--- src/rtl/mem_req_arbiter.sv ---
// Two-to-one sram-like request arbiter with in-order response routing; `ARB_ROUND_ROBIN_EN` swaps fixed priority for round-robin.
// Latency: zero-cycle forwarding of the selected request and of each data_ok to the requester that issued it.
// Backpressure: the winner is held until mem_addr_ok; mem_req is withheld while OUTS_DEPTH transactions are outstanding.
module mem_req_arbiter #(
    parameter int OUTS_DEPTH = 4,
    parameter int CNT_W      = $clog2(OUTS_DEPTH) + 1
) (
    input  logic        clk,
    input  logic        reset,
    input  logic        inst_req,
    input  logic        inst_wr,
    input  logic [1:0]  inst_size,
    input  logic [3:0]  inst_wstrb,
    input  logic [31:0] inst_addr,
    input  logic [31:0] inst_wdata,
    output logic        inst_addr_ok,
    output logic        inst_data_ok,
    output logic [31:0] inst_rdata,
    input  logic        data_req,
    input  logic        data_wr,
    input  logic [1:0]  data_size,
    input  logic [3:0]  data_wstrb,
    input  logic [31:0] data_addr,
    input  logic [31:0] data_wdata,
    output logic        data_addr_ok,
    output logic        data_data_ok,
    output logic [31:0] data_rdata,
    output logic        mem_req,
    output logic        mem_wr,
    output logic [1:0]  mem_size,
    output logic [3:0]  mem_wstrb,
    output logic [31:0] mem_addr,
    output logic [31:0] mem_wdata,
    input  logic        mem_addr_ok,
    input  logic        mem_data_ok,
    input  logic [31:0] mem_rdata,
    output logic        arb_err
);

    typedef struct packed {
        logic        wr;
        logic [1:0]  size;
        logic [3:0]  wstrb;
        logic [31:0] addr;
        logic [31:0] wdata;
    } req_t;

    typedef enum logic [1:0] {IDLE, HOLD_INST, HOLD_DATA} state_t;

    localparam int PTR_W = $clog2(OUTS_DEPTH);
    localparam logic [CNT_W-1:0] DEPTH_C = CNT_W'(OUTS_DEPTH);

    state_t                 state_q, state_d;
    logic [CNT_W-1:0]       count_q;
    logic [PTR_W-1:0]       wptr_q, rptr_q;
    logic [OUTS_DEPTH-1:0]  src_q;      // 1 = data requester, 0 = inst requester
    logic                   arb_err_q;
    logic                   sel_vld, sel_data, idle_pick_data;
    logic                   not_full, push, pop, head_data;
    req_t                   inst_fields, data_fields, mem_fields;

    assign not_full = count_q < DEPTH_C;

`ifdef ARB_ROUND_ROBIN_EN
    logic last_grant_q;

    // On a collision the requester that did not win last time goes first.
    assign idle_pick_data = data_req & (~inst_req | ~last_grant_q);

    always_ff @(posedge clk) begin
        if (reset)
            last_grant_q <= 1'b0;
        else if (push)
            last_grant_q <= sel_data;
    end
`else
    assign idle_pick_data = data_req;
`endif

    always_comb begin
        state_d  = state_q;
        sel_vld  = 1'b0;
        sel_data = 1'b0;
        case (state_q)
            IDLE: begin
                if (not_full && (inst_req || data_req)) begin
                    sel_vld  = 1'b1;
                    sel_data = idle_pick_data;
                    if (!mem_addr_ok)
                        state_d = idle_pick_data ? HOLD_DATA : HOLD_INST;
                end
            end
            HOLD_INST: begin
                sel_vld = inst_req;
                if (!inst_req || mem_addr_ok)
                    state_d = IDLE;
            end
            HOLD_DATA: begin
                sel_data = 1'b1;
                sel_vld  = data_req;
                if (!data_req || mem_addr_ok)
                    state_d = IDLE;
            end
            default: state_d = IDLE;
        endcase
    end

    assign inst_fields = '{wr: inst_wr, size: inst_size, wstrb: inst_wstrb,
                           addr: inst_addr, wdata: inst_wdata};
    assign data_fields = '{wr: data_wr, size: data_size, wstrb: data_wstrb,
                           addr: data_addr, wdata: data_wdata};
    assign mem_fields  = sel_data ? data_fields : inst_fields;

    assign mem_req   = sel_vld & ~reset;
    assign mem_wr    = mem_fields.wr;
    assign mem_size  = mem_fields.size;
    assign mem_wstrb = mem_fields.wstrb;
    assign mem_addr  = mem_fields.addr;
    assign mem_wdata = mem_fields.wdata;

    assign push         = mem_req & mem_addr_ok;
    assign inst_addr_ok = push & ~sel_data;
    assign data_addr_ok = push & sel_data;

    // Stray responses (nothing outstanding) are dropped, never routed.
    assign pop          = mem_data_ok & (count_q != '0) & ~reset;
    assign head_data    = src_q[rptr_q];
    assign inst_data_ok = pop & ~head_data;
    assign data_data_ok = pop & head_data;
    assign inst_rdata   = mem_rdata;
    assign data_rdata   = mem_rdata;
    assign arb_err      = arb_err_q;

    always_ff @(posedge clk) begin
        if (reset) begin
            state_q   <= IDLE;
            count_q   <= '0;
            wptr_q    <= '0;
            rptr_q    <= '0;
            src_q     <= '0;
            arb_err_q <= 1'b0;
        end else begin
            state_q <= state_d;
            if (push) begin
                src_q[wptr_q] <= sel_data;
                wptr_q        <= wptr_q + PTR_W'(1);
            end
            if (pop)
                rptr_q <= rptr_q + PTR_W'(1);
            case ({push, pop})
                2'b10:   count_q <= count_q + CNT_W'(1);
                2'b01:   count_q <= count_q - CNT_W'(1);
                default: count_q <= count_q;
            endcase
            if (mem_data_ok && count_q == '0)
                arb_err_q <= 1'b1;
        end
    end

endmodule

--- config.mk ---
export PLATFORM = sky130hd
export DESIGN_NAME = mem_req_arbiter
export DESIGN_NICKNAME = d
export VERILOG_FILES = /design/src/rtl/mem_req_arbiter.sv
export SDC_FILE = /design/constraint.sdc
export NUM_CORES = 1
export LEC_CHECK = 0
export ABC_AREA = 1
export CAP_MARGIN = 0
export CORE_AREA = 4 4 123 125
export DETAILED_ROUTE_END_ITERATION = 7
export DIE_AREA = 0 0 127 129
export GPL_ROUTABILITY_DRIVEN = 0
export PLACE_DENSITY = 0.65
export SKIP_CTS_REPAIR_TIMING = 1
export SLEW_MARGIN = 10
export SYNTH_ARGS = -nofsm -noshare
export SYNTH_HDL_FRONTEND = slang
export SYNTH_SLANG_ARGS = --single-unit
--- constraint.sdc ---
create_clock -name clk -period 3.1 [get_ports clk]
set_clock_uncertainty 0.2 [all_clocks]
set_input_delay 0.31 -clock clk [delete_from_list [all_inputs] [get_ports clk]]
set_output_delay 0.31 -clock clk [all_outputs]
set_load 0.01 [all_outputs]
# Word level (Yosys, flattened, before mapping)
# Cells that the tools add are included.
[totals]
ff_bits = 14
output_inout_bits = 141
[op_classes]
n_addsub = 4
n_lt_le_gt_ge = 4
eq_ne = 8
mux = 17
bitwise_logic = 11
n_reduce_logical = 13
[ops]
columns = ["operator", "n"]
rows = [
  ["two-way mux 71 bit", 1],
  ["two-way mux 2 bit", 5],
  ["AND 1 bit", 8],
  ["inequality test 2 bit, second input constant", 4],
  ["less-than comparator 2 x 3 -> 1 bit, second input constant", 2],
  ["case mux 2 bit (3 select lines)", 1],
  ["case mux 3 bit (2 select lines)", 1],
  ["adder 2 x 1 -> 2 bit, second input constant", 2],
  ["bitwise mux 4 bit", 1],
  ["equality test 2 x 1 -> 1 bit, second input constant", 2],
  ["equality test 2 bit, second input constant", 2],
  ["two-way mux 1 bit", 4],
  ["AND reduction 4 bit", 1],
  ["adder 3 x 1 -> 3 bit, second input constant", 1],
  ["logical AND 1 bit", 3],
  ["logical NOT 3 bit", 1],
  ["logical OR 1 bit", 3],
  ["less-than comparator 3 bit, second input constant", 1],
  ["inverter 1 bit", 3],
  ["case mux 1 bit (3 select lines)", 1],
  ["nonzero test 3 bit", 1],
  ["subtractor 3 x 1 -> 3 bit, second input constant", 1],
  ["binary-select mux 1 bit (select 2 bit)", 1],
  ["demux 1 bit (select 2 bit)", 1],
  ["5 further kinds", 6],
]

# Longest topological paths before layout
[depth]
word_depth = 8
mapped_depth = 13

# Worst setup path before layout
# OpenSTA, ideal clock, no wires.
[synth_timing]
path_kind = "register to register"
from = "register state_q[0]"
to = "register count_q[2]"
setup_ps = 125
arrival_time_ps = 1826
setup_slack_ps = 949
path_stages_with_launch = 13
period_less_slack_ps = 2151
path_cell_list = "dfxtp_1 > nor2_1 > inv_1 > nand2_1 > nand2_2 > nand3_4 > ha_1 > inv_1 > fa_1 > a21oi_1 > o21ai_0 > o21ai_0 > a21oi_1"
[synth_via]
elab_chain_len = 6
word_cells_on_any_way = 10
classes_between = "4 x eq/ne; 2 x mux; 2 x bitwise; 2 x reduce/logical"
[synth_rtl]
columns = ["element", "line", "text"]
rows = [
  ["from (decl)", "53", "state_t state_q, state_d;"],
  ["from (signal assigned)", "143", "state_q <= state_d;"],
  ["equality test 2 bit (tied with other cells)", "84", "case (state_q)"],
  ["case mux 1 bit (3 select lines) *", "84", ""],
  ["AND 1 bit *", "114", "assign mem_req = sel_vld & ~reset;"],
  ["AND 1 bit *", "121", "assign push = mem_req & mem_addr_ok;"],
  ["equality test 2 x 1 -> 1 bit / equality test 2 bit (equally long branches)", "150", "case ({push, pop})"],
  ["case mux 3 bit (2 select lines) / nonzero test 2 bit (equally long branches)", "-", ""],
  ["to (signal assigned)", "151", "2'b10: count_q <= count_q + CNT_W'(1);"],
  ["to (signal assigned)", "152", "2'b01: count_q <= count_q - CNT_W'(1);"],
  ["to (signal assigned)", "153", "default: count_q <= count_q;"],
  ["to (decl)", "54", "logic [CNT_W-1:0] count_q;"],
]
# Mark *: on every way between the ends. The rest lies on a longest branch, timed or not.
# A chain may end at the register's enable or synchronous reset.

# Final worst setup path
[layout_timing]
from = "input port data_req"
to = "output port mem_addr[28]"
[layout_via]
elab_chain_len = 5
[layout_rtl]
columns = ["element", "line", "text"]
rows = [
  ["from (decl)", "19", "input logic data_req,"],
  ["logical OR 1 bit", "86", "if (not_full && (inst_req || data_req)) begin"],
  ["logical AND 1 bit", "86", ""],
  ["two-way mux 1 bit *", "86", ""],
  ["case mux 1 bit (2 select lines) *", "84", ""],
  ["two-way mux 71 bit *", "112", "assign mem_fields = sel_data ? data_fields : inst_fields;"],
  ["to (decl)", "32", "output logic [31:0] mem_addr,"],
]
# Marked as above.

==> results.txt <==
Vias - 2862
Multiplexer share of the synthesized area - 0
Overall power - 1250 µW
HP Class - flop to flop
Worst-path fanout max - 43
Post-Place Cells - 737
Gr usage total - 0.117
Fillcell total - 1528
Clock sinks - 14
Rows - 43
Grt total ovfl - 0
R2R Path Start - count_q[2]
Hold endpoint - arb_err
Core ar. - 13900 µm²
Cell chosen for the clock root - clkbuf_16
Largest net degree at the start of global routing - 44
Reg2reg path depth - 11
Final setup fails - 0
Initial core utilization - 0.159
Die area - 16400 µm²
N_diodes - 0
Fmax - 0.353 GHz
Total number of H-tree levels - 1
RR Endpoint - count_q[2]
Pre-antenna DRT Iters - 5
Unique masters post-synth - 23
First-pass GRT wire length - 15.2 mm
Residual DRC - 0
Final wirelength - 10.9 mm
Unrepaired setup endpoints after global routing - false
DR iter-0 viols - 123
Synth Area in Simple Gates - 0.463
Worst Setup End Kind - output pin
Mapped Area - 2210 µm²
Minimum clock period - 2.84 ns
Register area share after synthesis - 0.127
Setup TNS - 0 ns
Syn nets - 595
Final hold vios - 0
TritonCTS clock tree - done
Most frequent standard cell in the layout excluding fill and tap cells - nand2_1
Type of origin of the critical path - input pin
Reg2reg setup slack - 0.65 ns
Vias in the first global route - 2682
Status - finished clean
Hold Startpoint - arb_err
Worst skew pair latency - 0.24 ns
Share of cells above drive strength 1 - 0.0303
Worst Tran Pin Value - 0.439 ns
Pre-CTS setup slack - 0.140 ns
Most frequent cells in the layout - 231 x nand2_1, 224 x clkdlybuf4s50_1, 23 x inv_1, 14 x dfxtp_1, 12 x a21oi_1
Async SR Flop Fraction - 0
Synth-to-Final Area Change - 92.4%
CTS Buffer Depth - 2
Synth Flop Type - dfxtp_1
Slew Limit Fails - 0
Worst Setup Path Type - input pin to output pin
Max cap viols - 0
Part of the cycle the worst path needs - 0.915
Synth Area in XOR/XNOR - 0
PortBufs - 224
Register area - 280 µm²
I/O pin count - 321
Relative slew margins - 0.706
Post-detail-place hpwl - 8.99 mm
Worst vdd ir - 0.000219 V
Die width - 127 µm
Largest family of logic cells by synthesized area - simple AND/OR/NAND/NOR gates
Adder-Cell Fraction of Synth Area - 0.0374
Syn_area_per_cell - 5.39 µm²
Final net count - 748
Post-synth EDFFs - 0
CP arrival - 2.33 ns
Die Height - 129 µm
#FFs+latches synth - 14
Worst hold path depth - 1
Clk slew on worst S/H paths - 0.05 ns
Multi-input logic area - 1250 µm²
Compound-gate portion of the synthesized area - 0.0669
Antenna Nets Post-Route - 0
Vias per cell - 3.86
WP data required - 2.59 ns
Setup WS post-layout - 0.264 ns
Total CTS buffers - 3
Initial antenna violation count - 1
Static Leak - 0.00193 µW
PD cells - 295 nW/µm²
Drt wl/cell - 14.7 µm
Cell count after synthesis - 409
Fin cells - 741
Warnings, synthesis - 0
-- registers in the layout, indices dropped and copies added, names as in the netlist --
name     cells
wptr_q       2
rptr_q       2
arb_err      1
state_q      2
src_q        4
count_q      3
-- worst max-delay path, stage by stage --
cell and delay, ns:
clkdlybuf4s50_1 0.53, a31oi_4 0.27, buf_6 0.32, nand2_1 0.08
nand2_1 0.19, clkdlybuf4s50_1 0.59
-- cell usage after synthesis (2+ instances only) --
cell type / count / area [µm²]
buf_2: 10 / 50.1
clkbuf_1: 3 / 11.3
buf_4: 69 / 518
inv_1: 23 / 86.3
dfxtp_1: 14 / 280
o21ai_0: 7 / 35.0
ha_1: 5 / 62.6
nand4_1: 11 / 68.8
nand2_1: 231 / 867
nor2_1: 11 / 41.3
inv_2: 2 / 7.51
a21oi_1: 12 / 60.1
-- metal layers --
| layer | vias to the layer above | GRT usage | share of wire |
|---|---|---|---|
| met4 | 2 | 0.0114 | 0.0044 |
| met2 | 192 | 0.203 | 0.49 |
| met1 | 1174 | 0.134 | 0.38 |
| met5 | - | 0 | 0.00064 |
| li1 | 1485 | - | - |
| met3 | 9 | 0.0577 | 0.13 |
-- through the flow --
step / hold slack [ns] / area (µm²) / utilization
after floorplan: 0.243 / 2210 / -
after global routing: 0.297 / 4240 / 0.306
after detailed placement: 0.257 / 4150 / 0.299
after CTS: 0.280 / 4240 / 0.305
final: 0.271 / 4240 / 0.306
after global placement: 0.265 / 4150 / 0.299
-- layout make-up --
cell class / count / share of cell area
Clock buffer: 4 / 0.0209
Inverter: 25 / 0.0221
Tap cell: 180 / 0.0531
Timing Repair Buffer: 230 / 0.543
Multi-Input combinational cell: 288 / 0.295
Sequential cell: 14 / 0.0660
-- power breakdown --
group	total, µW	switching (µW)	internal [µW]
logic	778	336	442
clock network	270	74.3	195
registers	205	10.7	195
-- worst max path at each step --
stage	cells past startpoint	slack (ns)	to	from
2_1_floorplan	12	0.95	count_q[2]	state_q[0]
3_3_place_gp	6	0.16	mem_addr[28]	data_req
3_5_place_dp	6	0.14	mem_addr[28]	data_req
4_1_cts	6	0.12	mem_addr[28]	data_req
5_1_grt	6	0.12	mem_addr[28]	data_req
6_report	6	0.26	mem_addr[28]	data_req
-- logic make-up after synthesis --
group / after synthesis
AOI/OAI and AO/OA: 24
adders and majority gates: 6
buffers and inverters: 107
DFF: 14
and+or+nand+nor: 258
No activity file was read; power rests on OpenSTA's default activity.
